$ cat config.mk
export PLATFORM = sky130hd
export DESIGN_NAME = alu_sched
export DESIGN_NICKNAME = d
export VERILOG_FILES = /design/src/rtl/alu_sched.sv
export SDC_FILE = /design/constraint.sdc
export NUM_CORES = 1
export LEC_CHECK = 0
export CORE_UTILIZATION = 37
export CTS_CLUSTER_SIZE = 10
export DETAILED_ROUTE_END_ITERATION = 10
export GPL_TIMING_DRIVEN = 0
export PLACE_DENSITY = 0.91
export SLEW_MARGIN = 0
export SYNTH_ARGS = -nofsm -noshare
export SYNTH_HDL_FRONTEND = slang
export SYNTH_SLANG_ARGS = --single-unit
$ cat constraint.sdc
create_clock -name clk -period 1.4 [get_ports clk]
set_input_delay 0.28 -clock clk [delete_from_list [all_inputs] [get_ports clk]]
set_output_delay 0.28 -clock clk [all_outputs]
set_load 0.05 [all_outputs]
$ cat src/rtl/alu_sched.sv
// alu_sched: round-robin scheduler sharing one combinational ALU between two valid/ready requesters.
module alu_sched #(
    parameter int WIDTH = 8,
    parameter int OPW   = 4
) (
    input  logic             clk,
    input  logic             rst,
    input  logic             req0_valid,
    output logic             req0_ready,
    input  logic [WIDTH-1:0] req0_a,
    input  logic [WIDTH-1:0] req0_b,
    input  logic [OPW-1:0]   req0_op,
    input  logic             req1_valid,
    output logic             req1_ready,
    input  logic [WIDTH-1:0] req1_a,
    input  logic [WIDTH-1:0] req1_b,
    input  logic [OPW-1:0]   req1_op,
    output logic             rsp_valid,
    input  logic             rsp_ready,
    output logic [WIDTH-1:0] rsp_data,
    output logic             rsp_zero,
    output logic             rsp_id,
    output logic             busy,
    output logic [WIDTH-1:0] alu_in1,
    output logic [WIDTH-1:0] alu_in2,
    output logic [OPW-1:0]   opcode,
    input  logic [WIDTH-1:0] alu_out,
    input  logic             zero
);
    typedef enum logic [1:0] {IDLE, EXEC, RESP} state_t;
    state_t           state_q, state_d;
    logic [WIDTH-1:0] in1_q, in1_d, in2_q, in2_d, data_q, data_d;
    logic [OPW-1:0]   op_q, op_d;
    logic             zero_q, zero_d, id_q, id_d, last_q, last_d;
    logic             any_req, gnt;
    assign any_req = req0_valid | req1_valid;
    // On a tie the requester that was not served last wins.
    assign gnt = (req0_valid & req1_valid) ? ~last_q : req1_valid;
    always_comb begin
        state_d = state_q;
        in1_d   = in1_q;
        in2_d   = in2_q;
        op_d    = op_q;
        data_d  = data_q;
        zero_d  = zero_q;
        id_d    = id_q;
        last_d  = last_q;
        case (state_q)
            IDLE: if (any_req) begin
                state_d = EXEC;
                in1_d   = gnt ? req1_a : req0_a;
                in2_d   = gnt ? req1_b : req0_b;
                op_d    = gnt ? req1_op : req0_op;
                id_d    = gnt;
                last_d  = gnt;
            end
            EXEC: begin
                state_d = RESP;
                data_d  = alu_out;
                zero_d  = zero;
            end
            RESP: state_d = rsp_ready ? IDLE : RESP;
            default: state_d = IDLE;
        endcase
    end
    always_ff @(posedge clk) begin
        if (rst) begin
            state_q <= IDLE;
            in1_q   <= '0;
            in2_q   <= '0;
            op_q    <= '0;
            data_q  <= '0;
            zero_q  <= 1'b0;
            id_q    <= 1'b0;
            last_q  <= 1'b1;
        end else begin
            state_q <= state_d;
            in1_q   <= in1_d;
            in2_q   <= in2_d;
            op_q    <= op_d;
            data_q  <= data_d;
            zero_q  <= zero_d;
            id_q    <= id_d;
            last_q  <= last_d;
        end
    end
    // Handshake strobes are masked during reset so no pulse escapes the reset cycle.
    assign req0_ready = !rst && state_q == IDLE && any_req && !gnt;
    assign req1_ready = !rst && state_q == IDLE && any_req && gnt;
    assign rsp_valid  = !rst && state_q == RESP;
    assign busy       = state_q != IDLE;
    assign rsp_data   = data_q;
    assign rsp_zero   = zero_q;
    assign rsp_id     = id_q;
    assign alu_in1    = in1_q;
    assign alu_in2    = in2_q;
    assign opcode     = op_q;
endmodule
### Word-level counts from Yosys, hierarchy flattened

Index checks and enable logic that the tools add are counted.

| operators by class | value |
|---|---|
| equal/unequal tests | 3 |
| multiplexer cells | 7 |
| bitwise operators | 3 |
| reductions and logical operators | 10 |

Operators by type and width:

| operator | count |
|---|---|
| 8-bit two-way mux | 2 |
| 2-bit case mux with 3 select lines | 1 |
| 1-bit logical AND | 5 |
| 2-bit two-way mux | 2 |
| 4-bit two-way mux | 1 |
| 2-bit by 1-bit == test with 1-bit output, second input constant | 1 |
| 2-bit == test, second input constant | 1 |
| 1-bit logical NOT | 2 |
| 2-bit logical NOT | 1 |
| 2-bit != test, second input constant | 1 |
| 2-bit AND reduction | 1 |
| 2-bit nonzero test | 1 |
| 1-bit AND | 1 |
| 1-bit two-way mux | 1 |
| 1-bit NOT | 1 |
| 1-bit bitwise OR | 1 |

| word-level totals | value |
|---|---|
| register bits after elaboration | 33 |
| bits of input ports | 54 |
| output and inout bits | 34 |
| logic and storage cells | 31 |

### Longest topological paths before layout

| logic depth | value |
|---|---|
| word-level depth | 4 |
| mapped depth | 5 |
| mapped depth without buffers | 4 |

### Worst setup path before layout

Ideal clock, no wire load.

| timing | value |
|---|---|
| path kind | reg-to-output |
| start point | reg state_q[1] |
| end point | out req0_ready |
| arrival | 1.821 ns |
| required time | 1.120 ns |
| setup slack | -0.701 ns |
| cell stages (with the launch flop) | 5 |
| path buffers | 1 |
| cells stage by stage | dfxtp_1 -> nor2_4 -> buf_2 -> nand2_1 -> nor3_1 |

| on the way | value |
|---|---|
| word-level cells in the longest chain between the ends | 4 |

RTL lines:

| item | RTL line | source |
|---|---|---|
| start, declared | 31 | `state_t state_q, state_d;` |
| start signal, assigned | 77 | `state_q <= state_d;` |
| 2-bit logical NOT | 88 | `assign req0_ready = !rst && state_q == IDLE && any_req && !gnt;` |
| 1-bit logical AND (3 in series) | 88 |  |
| end, declared | 9 | `output logic req0_ready,` |

Every way passes these cells.

### Worst setup path after layout

| timing | value |
|---|---|
| start point | reg last_q |
| end point | out req1_ready |

| on the way | value |
|---|---|
| word-level cells in the longest chain between the ends | 3 |

RTL lines:

| item | RTL line | source |
|---|---|---|
| start, declared | 34 | `logic zero_q, zero_d, id_q, id_d, last_q, last_d;` |
| start signal, assigned | 84 | `last_q <= last_d;` |
| 1-bit NOT | 38 | `assign gnt = (req0_valid & req1_valid) ? ~last_q : req1_valid;` |
| 1-bit two-way mux | 38 |  |
| 1-bit logical AND | 89 | `assign req1_ready = !rst && state_q == IDLE && any_req && gnt;` |
| end, declared | 14 | `output logic req1_ready,` |

Every way passes these cells.

==> summary.txt <==
Cells and area
  • Summed area of non-filler cells in the final layout: 2609 sq um
  • Number of nets at the end of the flow: 335
  • Share of the core filled with cells in the final layout: 0.7020
  • Area growth syn-to-layout: 79.90%
  • Fraction of layout cells with a size suffix above 1: 0.2872
  • Count of inserted antenna diode cells: 0

Pwr
  • Internal power: 1837 uW
  • Fraction of power spent switching nets: 0.3662
  • Overall power consumption: roughly 2900 uW
  • Switching Power: 1061 uW
  • Share of power burned in registers: 0.380
  • Maximum vdd drop: 0.0006069 V
  • Power share of the clock group: 0.235
  • Areal power density over the cells: between 1000 and 1500 nW/um^2
  • Cell leakage power: 0.001031 uW
  • Combinational Power Share: 0.385

STA
  • Clock skew after layout: between 0.005 and 0.006 ns
  • Number of max-slew violations in the final report: 0
  • Final setup margin: -0.1399 ns
  • Period utilisation layout: 1.100
  • Worst-margin pin slew: 0.4386 ns
  • Final Hold Violating Endpoints: 0
  • F_max: about 650 MHz
  • Unrepaired setup endpoints after global routing: yes
  • Number of setup violations in the final report: 2
  • Max-slew headroom: 0.7076
  • Final min period: 1.540 ns

Clock network
  • Maximum buffer depth of the clock tree: 2
  • CTS buffer count: 5
  • CTS Hold Bufs: 0
  • Root cell of the clock tree: sky130_fd_sc_hd__clkbuf_8
  • Clock Pin Slew Worst Setup and Hold Paths: approximately 0.060 ns
  • Worst-skew pair later-pin latency: 0.29 ns
  • Clock tree from TritonCTS: built
  • H-tree levels: 2
  • CTS sink cnt: 33

Routing
  • Number of routed nets with antenna violations: 0
  • Via/cell ratio: just over 5
  • Remaining DRCs: 0
  • DRT Pass-1 Iters: 4
  • Detailed Route WL: 4508 microns
  • Starting DRT DRC Count: approximately 90
  • Wire per inst: approximately 14 microns
  • DR vias: ~1700

Place
  • Worst setup slack before clock tree synthesis: -1.144 ns
  • Port Buf Inserts: 86
  • GPL Wtd Cong: 0.7360
  • Post-detailed-placement cell area: roughly 2400 sq um
  • Detailed placer's ending HPWL: roughly 3200 microns

Logic synthesis
  • Most instantiated library cell after synthesis: sky130_fd_sc_hd__nand2_1
  • Post-synthesis area per instance: 8.147 sq um
  • List of most frequent post-synthesis cells: sky130_fd_sc_hd__nand2_1, sky130_fd_sc_hd__dfxtp_1, sky130_fd_sc_hd__a21oi_1
  • Netlist area before placement: 1450 sq um
  • Net Count, Synth: between 200 and 250
  • Share of the synthesized area in the top cell type: 0.4556
  • Synth Flop Type: sky130_fd_sc_hd__dfxtp_1
  • Post-synthesis cell type with the largest combined area: sky130_fd_sc_hd__dfxtp_1
  • Number of enable flip-flop cells after synthesis: 0
  • Fraction of registers with async set/reset: 0
  • Yosys cell types: 23
  • Synth Warn #: 0
  • Part of the Yosys area used for sequential elements: 0.4556
  • Cell count after synthesis: between 150 and 200
  • Flip-flop and latch count after synthesis: 33
  • Ranking of synthesized cells by area: sky130_fd_sc_hd__dfxtp_1, sky130_fd_sc_hd__nand2_1, sky130_fd_sc_hd__a311oi_1

Die
  • Number of placed I/O pins: 88
  • Die X-Extent: 64.61 microns
  • Height of the chip: 64.61 microns
  • Cell row count: 22
  • Standard cell core area: 3716 sq um
  • Area of the die: 4174 sq um
  • Initial Utilization: 0.3902

Global route
  • Total overflow reported by the global router: 0
  • Overall global routing resource usage: 0.2346
  • Number of global-route vias before repair: 1659
  • Maximum number of pins on one net before global-route repair: 11
  • Antenna violations before repair: 0
  • Wire length of the first global-routing pass: 7417 microns

Worst setup path
  • Data required time of the critical path: 1.12 ns
  • Worst setup SP type: register
  • Element type at the critical path end: output pin
  • Critical-path cell with the highest stage delay: sky130_fd_sc_hd__dfxtp_4
  • Crit Path Max Fanout: 3
  • Setup Crit Path Kind: reg -> out
  • Crit-path max cell delay: between 0.3 and 0.4 ns
  • Series of cell instances along the critical path: a21boi_4 > buf_6 > nand2_1 > nor2_4 > buf_8
  • Crit path arrival time: 1.26 ns

Job
  • Max-cap check violation count: 0

Worst hold path
  • Path type of the worst min-delay path: in -> reg

Status
  • Failing checks: negative setup slack
  • Run status: finished, violations left
[cell usage in the layout, fill, tap and decap left out, types with 2 or more instances in the layout]
cell type	synthesis	layout
sky130_fd_sc_hd__clkdlybuf4s50_1	0	50
sky130_fd_sc_hd__nor2_1	4	3
sky130_fd_sc_hd__clkbuf_2	0	7
sky130_fd_sc_hd__nand2_1	61	60
sky130_fd_sc_hd__a311oi_2	2	2
sky130_fd_sc_hd__clkinv_2	0	2
sky130_fd_sc_hd__dfxtp_1	33	30
sky130_fd_sc_hd__buf_6	2	8
sky130_fd_sc_hd__clkdlybuf4s15_2	0	25
sky130_fd_sc_hd__dfxtp_4	0	3
sky130_fd_sc_hd__clkbuf_1	3	3
sky130_fd_sc_hd__nor2_4	1	2
sky130_fd_sc_hd__buf_2	6	5
sky130_fd_sc_hd__nor2b_1	2	2
sky130_fd_sc_hd__clkbuf_8	0	5
sky130_fd_sc_hd__buf_4	4	13
sky130_fd_sc_hd__a311oi_1	18	18
sky130_fd_sc_hd__a21oi_1	31	31
[critical path: cells and delay by family, from the launching register on]
| family | cells | cell delay, ns |
|---|---|---|
| AND/OR/NAND/NOR | 2 | 0.20 |
| buffers and inverters | 2 | 0.27 |
| AO/OA/AOI/OAI | 1 | 0.15 |
| flip-flops | 1 | 0.35 |
[path summary, 6_finish.rpt]
kind                                            endpoint                      from  depth (start not counted)  slack [ns]
worst max-delay path                          req1_ready       last_q$_SDFFE_PP1P_                          5       -0.14
worst min-delay path             alu_in1[7]$_SDFFE_PP0P_                       rst                          2        0.43
worst max register to register   alu_in2[0]$_SDFFE_PP0P_   state_q[1]$_SDFFE_PP0P_                          6        0.08
worst min register to register  rsp_data[0]$_SDFFE_PP0N_  rsp_data[0]$_SDFFE_PP0N_                          2        0.46
[cell families (layout without fill, tap and decap cells)]
| kind of cell | after synthesis | in the layout | share of synthesized area |
|---|---|---|---|
| simple gates | 73 | 73 | 0.2079 |
| compound gates | 55 | 55 | 0.2666 |
| flops | 33 | 33 | 0.4556 |
| buf+inv | 17 | 121 | 0.06988 |
[routing by layer]
layer  share of wire  wire length (microns)  up-vias  track usage
met5               0                      0        -            0
met1            0.40                   1814      774       0.2551
li1                -                      -      828            -
met2            0.49                   2218       72       0.4013
met3           0.092                    413        8       0.1039
met4           0.014                     61        0      0.08333
[power groups by stage]
stage	Clock (uW)	Sequential, uW	Combinational, uW
2_1_floorplan	0	1430	358
3_3_place_gp	0	1120	1080
3_5_place_dp	0	1120	1090
4_1_cts	696	1100	1120
5_1_grt	754	1110	1180
6_report	680	1100	1120
[sequential cells by signal (all words and copies together), names as in the netlist]
name	cells
rsp_data	8
rsp_id	1
state_q	2
opcode	4
alu_in1	8
rsp_zero	1
last_q	1
alu_in2	8
[repair_timing]
| item | CTS | global route |
|---|---|---|
| gates resized for setup | 123 | 8 |
| gates cloned | 0 | 0 |
| pin swaps | 2 | 0 |
| endpoints found under the setup margin | 40 | 10 |
| buffers inserted | 10 | 0 |
[metrics by stage]
step	hold WS, ns	std cells	TNS (ns)
floorplan	0.4160	178	-0.05346
global placement	0.4404	312	-8.692
detailed placement	0.4468	312	-9.205
CTS	0.4318	330	-0.2856
global route	0.4707	330	-0.4650
finish	0.4342	330	-0.2773
[area by class of cell]
| type | count | area, sq um |
|---|---|---|
| buffer | 16 | 116.4 |
| clock buffer | 6 | 72.57 |
| clock inverter | 2 | 10.01 |
| fill | 312 | 1107 |
| inverter | 1 | 3.754 |
| multi-input combinational | 128 | 728.2 |
| sequential | 33 | 671.9 |
| tap | 48 | 60.06 |
| timing repair buffer | 96 | 945.9 |
Power figures use the tool's default switching activity.
